**src/rtl/ascii_to_morse_tx.sv**
```systemverilog
// ASCII-to-Morse transmitter: one character per start/ready handshake, ITU unit timing.
// Define LOWERCASE_EN to fold 'a'-'z' onto 'A'-'Z' before the code lookup.
module ascii_to_morse_tx #(
   parameter int unsigned UNIT_CYCLES = 5_000_000
) (
   input  logic       clk,
   input  logic       rst,
   input  logic [7:0] ascii_in,
   input  logic       start,
   output logic       ready,
   output logic       morse_out,
   output logic       done,
   output logic       invalid
);

   localparam int unsigned UW = (UNIT_CYCLES > 1) ? $clog2(UNIT_CYCLES) : 1;
   localparam logic [UW-1:0] U_LAST = UW'(UNIT_CYCLES - 1);

   typedef enum logic [2:0] {
      S_IDLE,
      S_MARK,
      S_GAP,
      S_TAIL,
      S_WORD
   } state_e;

   state_e        state_q;
   logic [9:0]    code_q;
   logic [2:0]    idx_q;
   logic [UW-1:0] unit_q;
   logic [2:0]    mult_q;
   logic          ready_q;
   logic          morse_q;
   logic          done_q;
   logic          invalid_q;

   logic [7:0]    char_d;
   logic [9:0]    code_d;
   logic          valid_d;
   logic          space_d;
   logic [2:0]    last_d;
   logic          unit_end;
   logic          phase_end;
   logic          more_d;

`ifdef LOWERCASE_EN
   always_comb begin
      char_d = ascii_in;
      if (ascii_in >= 8'h61 && ascii_in <= 8'h7A) begin
         char_d = ascii_in - 8'h20;
      end
   end
`else
   assign char_d = ascii_in;
`endif

   // Pairs MSB first: 10 = dot, 11 = dash, 00 = end of code.
   always_comb begin
      code_d  = 10'b00_00_00_00_00;
      valid_d = 1'b1;
      case (char_d)
         8'h41: code_d = 10'b10_11_00_00_00;
         8'h42: code_d = 10'b11_10_10_10_00;
         8'h43: code_d = 10'b11_10_11_10_00;
         8'h44: code_d = 10'b11_10_10_00_00;
         8'h45: code_d = 10'b10_00_00_00_00;
         8'h46: code_d = 10'b10_10_11_10_00;
         8'h47: code_d = 10'b11_11_10_00_00;
         8'h48: code_d = 10'b10_10_10_10_00;
         8'h49: code_d = 10'b10_10_00_00_00;
         8'h4A: code_d = 10'b10_11_11_11_00;
         8'h4B: code_d = 10'b11_10_11_00_00;
         8'h4C: code_d = 10'b10_11_10_10_00;
         8'h4D: code_d = 10'b11_11_00_00_00;
         8'h4E: code_d = 10'b11_10_00_00_00;
         8'h4F: code_d = 10'b11_11_11_00_00;
         8'h50: code_d = 10'b10_11_11_10_00;
         8'h51: code_d = 10'b11_11_10_11_00;
         8'h52: code_d = 10'b10_11_10_00_00;
         8'h53: code_d = 10'b10_10_10_00_00;
         8'h54: code_d = 10'b11_00_00_00_00;
         8'h55: code_d = 10'b10_10_11_00_00;
         8'h56: code_d = 10'b10_10_10_11_00;
         8'h57: code_d = 10'b10_11_11_00_00;
         8'h58: code_d = 10'b11_10_10_11_00;
         8'h59: code_d = 10'b11_10_11_11_00;
         8'h5A: code_d = 10'b11_11_10_10_00;
         8'h30: code_d = 10'b11_11_11_11_11;
         8'h31: code_d = 10'b10_11_11_11_11;
         8'h32: code_d = 10'b10_10_11_11_11;
         8'h33: code_d = 10'b10_10_10_11_11;
         8'h34: code_d = 10'b10_10_10_10_11;
         8'h35: code_d = 10'b10_10_10_10_10;
         8'h36: code_d = 10'b11_10_10_10_10;
         8'h37: code_d = 10'b11_11_10_10_10;
         8'h38: code_d = 10'b11_11_11_10_10;
         8'h39: code_d = 10'b11_11_11_11_10;
         8'h20: code_d = 10'b00_00_00_00_00;
         default: valid_d = 1'b0;
      endcase
   end

   assign space_d = (char_d == 8'h20);

   // Length of the current phase in units, minus one.
   always_comb begin
      last_d = 3'd0;
      case (state_q)
         S_MARK:  last_d = (code_q[9:8] == 2'b11) ? 3'd2 : 3'd0;
         S_GAP:   last_d = 3'd0;
         S_TAIL:  last_d = 3'd2;
         S_WORD:  last_d = 3'd6;
         default: last_d = 3'd0;
      endcase
   end

   assign unit_end  = (unit_q == U_LAST);
   assign phase_end = unit_end && (mult_q == last_d);
   assign more_d    = (idx_q < 3'd4) && (code_q[7:6] != 2'b00);

   always_ff @(posedge clk) begin
      if (rst) begin
         state_q   <= S_IDLE;
         code_q    <= '0;
         idx_q     <= '0;
         unit_q    <= '0;
         mult_q    <= '0;
         ready_q   <= 1'b1;
         morse_q   <= 1'b0;
         done_q    <= 1'b0;
         invalid_q <= 1'b0;
      end else begin
         done_q    <= 1'b0;
         invalid_q <= 1'b0;
         if (state_q != S_IDLE) begin
            if (phase_end) begin
               unit_q <= '0;
               mult_q <= '0;
            end else begin
               unit_q <= unit_end ? '0 : unit_q + UW'(1);
               mult_q <= unit_end ? mult_q + 3'd1 : mult_q;
            end
         end
         case (state_q)
            S_IDLE: begin
               if (start) begin
                  code_q <= code_d;
                  idx_q  <= '0;
                  unit_q <= '0;
                  mult_q <= '0;
                  if (!valid_d) begin
                     invalid_q <= 1'b1;
                  end else if (space_d) begin
                     state_q <= S_WORD;
                     ready_q <= 1'b0;
                  end else begin
                     state_q <= S_MARK;
                     ready_q <= 1'b0;
                     morse_q <= 1'b1;
                  end
               end
            end
            S_MARK: begin
               if (phase_end) begin
                  morse_q <= 1'b0;
                  if (more_d) begin
                     state_q <= S_GAP;
                     idx_q   <= idx_q + 3'd1;
                     code_q  <= {code_q[7:0], 2'b00};
                  end else begin
                     state_q <= S_TAIL;
                  end
               end
            end
            S_GAP: begin
               if (phase_end) begin
                  state_q <= S_MARK;
                  morse_q <= 1'b1;
               end
            end
            S_TAIL, S_WORD: begin
               if (phase_end) begin
                  state_q <= S_IDLE;
                  ready_q <= 1'b1;
                  done_q  <= 1'b1;
               end
            end
            default: begin
               state_q <= S_IDLE;
               ready_q <= 1'b1;
               morse_q <= 1'b0;
            end
         endcase
      end
   end

   assign ready     = ready_q;
   assign morse_out = morse_q;
   assign done      = done_q;
   assign invalid   = invalid_q;

endmodule

```
**config.mk**
```make
export PLATFORM = sky130hd
export DESIGN_NAME = ascii_to_morse_tx
export DESIGN_NICKNAME = d
export VERILOG_FILES = /design/src/rtl/ascii_to_morse_tx.sv
export SDC_FILE = /design/constraint.sdc
export NUM_CORES = 1
export LEC_CHECK = 0
export CORE_AREA = 8 8 102 67
export CTS_BUF_LIST = sky130_fd_sc_hd__clkbuf_8
export CTS_CLUSTER_SIZE = 14
export DETAILED_ROUTE_END_ITERATION = 7
export DIE_AREA = 0 0 110 75
export HOLD_SLACK_MARGIN = 0.12
export PLACE_DENSITY_LB_ADDON = 0.1
export SKIP_LAST_GASP = 1
export SLEW_MARGIN = 0
export SYNTH_ARGS = -nofsm -noshare
export SYNTH_HDL_FRONTEND = slang
export SYNTH_SLANG_ARGS = --single-unit
```
**constraint.sdc**
```tcl
create_clock -name clk -period 2.8 [get_ports clk]
set_input_delay 0.28 -clock clk [delete_from_list [all_inputs] [get_ports clk]]
set_output_delay 0.28 -clock clk [all_outputs]
set_load 0.03 [all_outputs]
```
==> results of run 1 <==
==> layer usage <==
| layer | GRT usage | part of all wire |
|---|---|---|
| met5 | 0 | 0 |
| met4 | 0.0476 | 0.0067 |
| met3 | 0.0530 | 0.098 |
| met2 | 0.297 | 0.39 |
| met1 | 0.353 | 0.51 |
==> state kept, by name (all words and copies together) (netlist names) <==
signal     flops
invalid        1
idx_q          3
unit_q        23
ready          1
code_q        10
done           1
mult_q         3
state_q        3
morse_out      1
==> cell families after synthesis <==
logic type / count (synthesis)
fa+ha+maj: 3
mux: 2
xor+xnor: 4
buf+inv: 41
flops: 46
simple gates: 198
compound gates: 138
==> critical path, delay by kind of cell <==
| family | cells | cell delay (ns) |
|---|---|---|
| AND/OR/NAND/NOR | 3 | 0.71 |
| buffers and inverters | 2 | 0.76 |
| AO/OA/AOI/OAI | 3 | 0.87 |
==> per-stage QoR <==
| stage | utilization | setup slack, ns | cells | hold WS, ns | instance area (sq um) |
|---|---|---|---|---|---|
| floorplan | - | 0.713 | 432 | 0.437 | 3260 |
| global placement | 0.644 | 0.137 | 498 | 0.450 | 3440 |
| detailed placement | 0.644 | 0.0950 | 498 | 0.463 | 3440 |
| CTS | 0.661 | 0.393 | 506 | 0.481 | 3520 |
| global route | 0.661 | 0.175 | 506 | 0.515 | 3520 |
| finish | 0.661 | 0.342 | 506 | 0.483 | 3520 |
==> power breakdown <==
part | internal [uW] | total, uW | switching (uW)
combinational | 117 | 316 | 199
sequential | 673 | 694 | 20.9
clock | 173 | 412 | 239
total | 963 | 1420 | 458
==> placed cells by master (no fill, tap or decap), types with 3 or more instances in the layout <==
cell type        count
nand4b_1             3
ha_1                 3
o311a_1              3
nand4_1              4
nor4_1               5
o21ai_1              7
and3_1               8
a32oi_1              3
a311oi_1             7
nor4_4               3
nor3_1              23
a211o_1              3
o21ai_0             30
clkdlybuf4s50_1     14
a211oi_1            10
a21o_1               4
nor3b_1             10
nand3_1             13
dfxtp_1             46
clkbuf_8             5
buf_4               16
a22oi_1              4
a21oi_1             38
xor2_1               4
a31oi_1              3
nand2b_1             6
nor2b_1              8
nand2_1             32
nor2_1              59
and2_1               5
inv_1                9
o211ai_1             5
==> final cells by class <==
type	instances	area, sq um	area share
Multi-Input combinational cell	345	2140	0.607
Sequential cell	46	921	0.261
Timing Repair Buffer	30	260	0.0739
Tap cell	69	86.3	0.0245
Clock buffer	5	68.8	0.0195
Inverter	8	30.0	0.00852
Clock inverter	3	17.5	0.00497
==> path summary, 6_finish.rpt <==
| kind | startpoint | slack, ns | cells past startpoint | to |
|---|---|---|---|---|
| max | ascii_in[2] | 0.34 | 8 | state_q[2]$_SDFFE_PP0P_ |
| min | idx_q[2]$_SDFFE_PP0P_ | 0.48 | 2 | idx_q[2]$_SDFFE_PP0P_ |
| max reg2reg | unit_q[0]$_SDFF_PP0_ | 0.40 | 7 | unit_q[20]$_SDFF_PP0_ |
| min reg2reg | idx_q[2]$_SDFFE_PP0P_ | 0.48 | 2 | idx_q[2]$_SDFFE_PP0P_ |
==> run metrics, run 1 <==
status finished, final reports clean; Reg clk slew, reported paths 0.09 ns; starting density of the core 0.610; DRC 0; vias per std cell 6.64; synthesized flop and latch total 46; Synth Area in Compound Gates 0.284; routed length per instance 17.3 um; total CTS buffers 5; Post-synth EDFFs 0; Commonest cells post-synth nor2_1, dfxtp_1, a21oi_1; hold buffer count at cts 0; routability cong. 1.03; clock period minus worst slack roughly 2.5 ns; Final Hold Fails 0; htree depth 2; first-pass GRT wire length 14800 um; initial antenna violation count 0; # IOs 15; pwr dens 403 mW/mm^2; routed vias 3358; worst path cell trace clkdlybuf4s50_1, buf_4, nor4_1, a21boi_0, nor3_1, nand3_1, o211ai_1, a2111oi_1; Synth Area in XOR/XNOR 0.0108; Port Buffers 14; Mapped Area 0.00326 sq mm; syn_area_per_cell between 7 and 8 sq um; largest family of logic cells by synthesized area simple AND/OR/NAND/NOR gates; Total Wirelength 8760 um; slowest CP cell clkdlybuf4s50_1; postcts setup bufs 0; post-synthesis instance total 432; Syn Nets 446; largest net degree at the start of global routing 25; worst-margin pin slew 0.886 ns; unrepaired setup endpoints after global routing no; top-area cell type share of the netlist area 0.283; PostCTS Resize Cnt 0; HP Class reg -> reg; first drt pass iteration count 5; area grow syn2layout 8.22%; CTS Root Cell clkbuf_8; top-count cell post-synth nor2_1; clock sink count 46; synth unique cells 66; aggregate negative setup slack 0 ns; row cnt 21; total track usage 0.227; Post-DRT Antenna Nets 0; Die Width roughly 110 um; Congestion Overflow GR 0; top_reg_cell synth dfxtp_1; Die ar. 0.00825 sq mm; relative slew slack 0.407; Critical Path AT 2.63 ns; Crit path required time 2.97 ns; crit path kind in -> reg; Post-Synth Simple-Gate Area 0.345; Final Skew 0.0146 ns; adder-cell area share of the yosys netlist 0.0115; Synth area leader dfxtp_1; # nets final 450; layout cells sized above 1 0.0984; worst skew pair latency 0.31 ns; Final setup violation count 0; CTS tree done; Clock Tree Buf Depth 2; post-detail-place hpwl 6580 um; vias in the first global route 2897; slowest stage delay, CP 0.53 ns; chip height 75 um; VDD IR-drop max 0.229 mV; Max Clk Rate ~400 MHz; CP Launch Type primary input; Antenna diodes 0; Filler Cell Count about 470; max cap viols 0; CP endpoint kind flip-flop; initial detailed-routing violation count 361; register area share after synthesis 0.283; core box area around 0.0053 sq mm; fraction of registers with async set/reset 0; overall power 1420 uW; leakage between 0.001 and 0.0015 uW; pins over their slew limit 0; fin crit share 0.878; CP max FO 11; mux contribution to synthesized area 0.00615; Yosys warning count 0; Synth area leaders dfxtp_1, nor2_1, a21oi_1
Note: power is estimated with default switching activity, not from simulation.
==> run 2: changes to the inputs <==
--- a/config.mk
+++ b/config.mk
@@ -17,3 +17,4 @@
 export SYNTH_ARGS = -nofsm -noshare
 export SYNTH_HDL_FRONTEND = slang
 export SYNTH_SLANG_ARGS = --single-unit
+export TNS_END_PERCENT = 10
==> results of run 2 <==
Final layout, timing and power as in run 1 (identical DEF).
